==> src/rtl/jk_mod_counter.sv <==
// jk_mod_counter: modulo-MODULUS up/down counter. Every state bit changes only through its J/K pair.
// Optional macro JK_MOD_COUNTER_SAT_EN: saturate at the range ends instead of wrapping.
module jk_mod_counter #(
  parameter int WIDTH   = 4,
  parameter int MODULUS = 10
) (
  input  logic             CLK,
  input  logic             Reset,
  input  logic             Clear,
  input  logic             En,
  input  logic             Up,
  input  logic             Load,
  input  logic [WIDTH-1:0] Load_val,
  output logic [WIDTH-1:0] Q,
  output logic [WIDTH-1:0] Q_bar,
  output logic             TC,
  output logic             Wrap
);

  localparam logic [WIDTH:0]   MOD_EXT = (WIDTH+1)'(MODULUS);
  localparam logic [WIDTH-1:0] MAX_VAL = WIDTH'(MODULUS - 1);

  logic [WIDTH-1:0] q_q, q_d;
  logic             wrap_q, wrap_d;
  logic [WIDTH-1:0] j_vec, k_vec;
  logic [WIDTH-1:0] toggle_up, toggle_dn, toggle;
  logic [WIDTH-1:0] load_sat;
  logic             at_max, at_zero;

  // Bit i toggles when all lower bits are 1 (up) or all 0 (down).
  always_comb begin
    logic [WIDTH-1:0] mask;
    mask      = '0;
    toggle_up = '0;
    toggle_dn = '0;
    for (int i = 0; i < WIDTH; i++) begin
      mask         = WIDTH'((1 << i) - 1);
      toggle_up[i] = ((q_q & mask) == mask);
      toggle_dn[i] = ((q_q & mask) == '0);
    end
  end

  assign toggle   = Up ? toggle_up : toggle_dn;
  assign at_max   = (q_q == MAX_VAL);
  assign at_zero  = (q_q == '0);
  assign load_sat = ({1'b0, Load_val} >= MOD_EXT) ? MAX_VAL : Load_val;
  assign TC       = En & ((Up & at_max) | (~Up & at_zero));

  always_comb begin
    j_vec  = '0;
    k_vec  = '0;
    wrap_d = 1'b0;
    if (Clear) begin
      k_vec = '1;
    end else if (Load) begin
      j_vec = load_sat;
      k_vec = ~load_sat;
    end else if (En) begin
      if (TC) begin
`ifdef JK_MOD_COUNTER_SAT_EN
        // boundary reached: J=K=0 holds the value, no wrap pulse
        wrap_d = 1'b0;
`else
        wrap_d = 1'b1;
        if (Up) begin
          k_vec = '1;
        end else begin
          j_vec = MAX_VAL;
          k_vec = ~MAX_VAL;
        end
`endif
      end else begin
        j_vec = toggle;
        k_vec = toggle;
      end
    end
  end

  assign q_d = (j_vec & ~q_q) | (~k_vec & q_q);

  always_ff @(posedge CLK or negedge Reset) begin
    if (!Reset) begin
      q_q    <= '0;
      wrap_q <= 1'b0;
    end else begin
      q_q    <= q_d;
      wrap_q <= wrap_d;
    end
  end

  assign Q     = q_q;
  assign Q_bar = ~q_q;
  assign Wrap  = wrap_q;

endmodule

==> config.mk <==
export PLATFORM = sky130hd
export DESIGN_NAME = jk_mod_counter
export DESIGN_NICKNAME = d
export VERILOG_FILES = /design/src/rtl/jk_mod_counter.sv
export SDC_FILE = /design/constraint.sdc
export NUM_CORES = 1
export LEC_CHECK = 0
export BUFFER_PORTS_ARGS = -buffer_cell sky130_fd_sc_hd__buf_4
export CELL_PAD_IN_SITES_DETAIL_PLACEMENT = 0
export CELL_PAD_IN_SITES_GLOBAL_PLACEMENT = 2
export CORE_UTILIZATION = 23
export CTS_BUF_LIST = sky130_fd_sc_hd__clkbuf_4 sky130_fd_sc_hd__clkbuf_8 sky130_fd_sc_hd__clkbuf_16
export DETAILED_ROUTE_END_ITERATION = 8
export PLACE_DENSITY = 0.72
export SYNTH_ARGS = -nofsm -noshare
export SYNTH_HDL_FRONTEND = slang
export SYNTH_SLANG_ARGS = --single-unit
==> constraint.sdc <==
create_clock -name CLK -period 1.57 [get_ports CLK]
set_input_delay 0.2355 -clock CLK [delete_from_list [all_inputs] [get_ports CLK]]
set_output_delay 0.2355 -clock CLK [all_outputs]
set_load 0.02 [all_outputs]
==> summary.md <==
| Metric | Value |
|---|---|
| Critical path cell sequence | `or3_4 -> a211oi_4 -> buf_6` |
| Top FF cell, synth | `dfrtp_1` |
| Mux cell area share after synthesis | `2.48%` |
| Final Worst Setup Slack | `-50.7 ps` |
| Failing checks | `setup timing` |
| Worst min path class | `input pin to flop` |
| Maxcap violations | `0` |
| Overall global routing resource usage | `12.5%` |
| DR pass1 iterations | `6` |
| Max-slew violation count | `0` |
| Multi-input logic area | `251 um^2` |
| Commonest non-fill, non-tap cell in the layout | `buf_4` |
| Fin. Hold Viols | `0` |
| Synth Register Bits | `5` |
| Max Fclk | `617 MHz` |
| R2R cell count | `5` |
| Min cycle time layout | `1620 ps` |
| First-pass GRT wire length | `1680 um` |
| Synthesized net count | `56` |
| Crit. End Element | `primary output` |
| Clk sinks | `5` |
| Detail Route Antenna Nets | `0` |
| RSZ-0062 raised after global routing | `yes` |
| Worst skew pair latency | `240 ps` |
| Synth top area share | `31.0%` |
| Synth cell types | `29` |
| Relative slew slack | `79.0%` |
| Critical path buffer and inverter count | `1` |
| Vias per inst | `4.61` |
| Power density of the placed cells | `761 nW/um^2` |
| Residual DRC count | `0` |
| Largest fanout on the critical path | `2` |
| Reg-to-reg endpoint | `Q[3]` |
| Hold depth | `2` |
| Setup crit start kind | `flop` |
| Clock transition at the registers of the reported paths | `40 ps` |
| Largest net degree at the start of global routing | `10` |
| Register area share after synthesis | `31.0%` |
| Global route overflow | `0` |
| Layout Nets | `82` |
| Largest family of logic cells by synthesized area | `compound AO/OA/AOI/OAI gates` |
| Drt first-iter violations | `9` |
| Compound-Gate Fraction of Synth Area | `23.5%` |
| Maximum buffer depth of the clock tree | `2` |
| Via Count | `401` |
| Arrival time worst endpoint | `1390 ps` |
| Starting Density | `25.6%` |
| IO Count | `20` |
| Antenna diodes | `0` |
| DIE HEIGHT | `43.9 um` |
| Ys async rst share | `100%` |
| Mean Syn Cell Area | `8.79 um^2` |
| Adder-Cell Fraction of Synth Area | `0%` |
| VDD IR-drop max | `0.322 mV` |
| Critical R2R Launch | `Q[0]` |
| TritonCTS Buffers | `3` |
| Core area | `1580 um^2` |
| TritonCTS clock tree | `built` |
| Required @ worst endpoint | `1330 ps` |
| DR WL/cell | `12.1 um` |
| Antenna violations before repair | `0` |
| Area Growth Syn to Fin | `60.7%` |
| Mapped Area | `404 um^2` |
| Syn Inst Count | `46` |
| Share of cells above drive strength 1 | `54.9%` |
| Dpl hpwl | `778 um` |
| Most frequent cells in the layout | `23 x buf_4, 7 x inv_1, 4 x clkbuf_4, 3 x dfrtp_1, 3 x xnor2_1` |
| Delay-heaviest family, CP | `flip-flops` |
| Worst hold start | `Clear` |
| Fillers | `170` |
| Max incr delay on CP | `390 ps` |
| Outcome | `finished with violations` |
| Hold_ws | `204 ps` |
| Port bufs | `19` |
| Sequential cell area | `128 um^2` |
| Post-synthesis simple-gate area fraction | `21.7%` |
| Worst-Margin Slew | `311 ps` |
| Chip width | `43.9 um` |
| Largest area contributor in the netlist | `dfrtp_1` |
| Fin crit share | `103%` |
| WL final | `1050 um` |
| H-tree depth | `1` |
| Setup violators final | `2` |
| Synth warn | `0` |
| Pre-CTS WS | `49.7 ps` |
| Worst clock skew | `0.228 ps` |
| Fin util | `41.2%` |
| Number of flops mapped to enable cells by yosys | `0` |
| Lkg Pwr | `0.296 nW` |
| Vias in the first global route | `385` |
| CP Class | `flop to primary output` |
| Die ar. | `1930 um^2` |
| R2r setup slk | `-40 ps` |
| Num rows | `14` |
| CTS Root Cell | `clkbuf_4` |
| Crit path max-delay cell type | `dfrtp_2` |
| Xor/xnor share of the synthesized area | `8.67%` |
| Hold Path End | `Q[3]` |
| Global placement routability congestion | `0.696` |
| Ranking of synthesized cells by area | `dfrtp_1 31%, inv_1 6.5%, xnor2_1 6.5%` |
cells by family (layout without fill, tap and decap cells):
group,Yosys count,after routing
and+or+nand+nor,14,14
AOI/OAI and AO/OA,11,11
buffers and inverters,11,36
DFF,5,5
xor gates and xnor gates,4,4
muxes,1,1
timing repair:
item / 4_1_cts / 5_1_grt
hold endpoints to repair: 5 / 0
resized for setup: 1 / 1
hold buffers: 1 / 0
endpoints found under the setup margin: 1 / 3
pin swaps: 1 / 1
setup buffers: 2 / 0
per-layer routing:
metal	vias to the layer above	routed length, um	share of wire (%)	global-route usage, %
met3	0	42	4.0	1.67
met2	13	532	51	20.0
met5	-	0	0	0
li1	213	-	-	-
met1	175	476	45	14.5
met4	0	0	0	10.9
synthesized netlist by cell type, types with 2 or more instances:
cell,n
nand3_1,2
nor3_1,2
o21ai_0,2
nand4_1,2
inv_1,7
xnor2_1,3
buf_2,2
dfrtp_1,5
how the worst max path moves through the flow:
stage,end,from,cells past startpoint
floorplan,Wrap,Q[0],4
CTS,TC,Q[0],3
finish,TC,Q[0],3
global placement,TC,Q[0],3
detailed placement,TC,Q[0],3
global route,Q[3],Q[0],5
power by group:
group / switching (mW) / internal (mW) / leakage [nW]
Combinational: 0.0917 / 0.0912 / 0.214
Sequential: 0.0107 / 0.139 / 0.0632
Clock: 0.0487 / 0.113 / 0.0184
Total: 0.151 / 0.343 / 0.296
cell type report:
cell class              instances  share of cell area [%]
clock buffers                   4                    4.62
inverters                       7                    4.05
well taps                      16                    3.08
flip-flops and latches          5                    19.7
repair buffers                 25                    29.9
multi-input cells              30                    38.7
flip-flops by register name, summed over array words and instances, names as in the netlist:
register	count
Q	4
Wrap	1
stage by stage:
| step | std cells | TNS, ps | power (mW) | cell area [um^2] |
|---|---|---|---|---|
| finish | 87 | -89.0 | 0.494 | 649 |
| global route | 87 | -208 | 0.532 | 649 |
| CTS | 87 | -128 | 0.504 | 643 |
| detailed placement | 80 | 0 | 0.323 | 584 |
| global placement | 80 | 0 | 0.325 | 584 |
| floorplan | 46 | -25.4 | 0.260 | 437 |
Note: power is estimated with default switching activity, not from simulation.
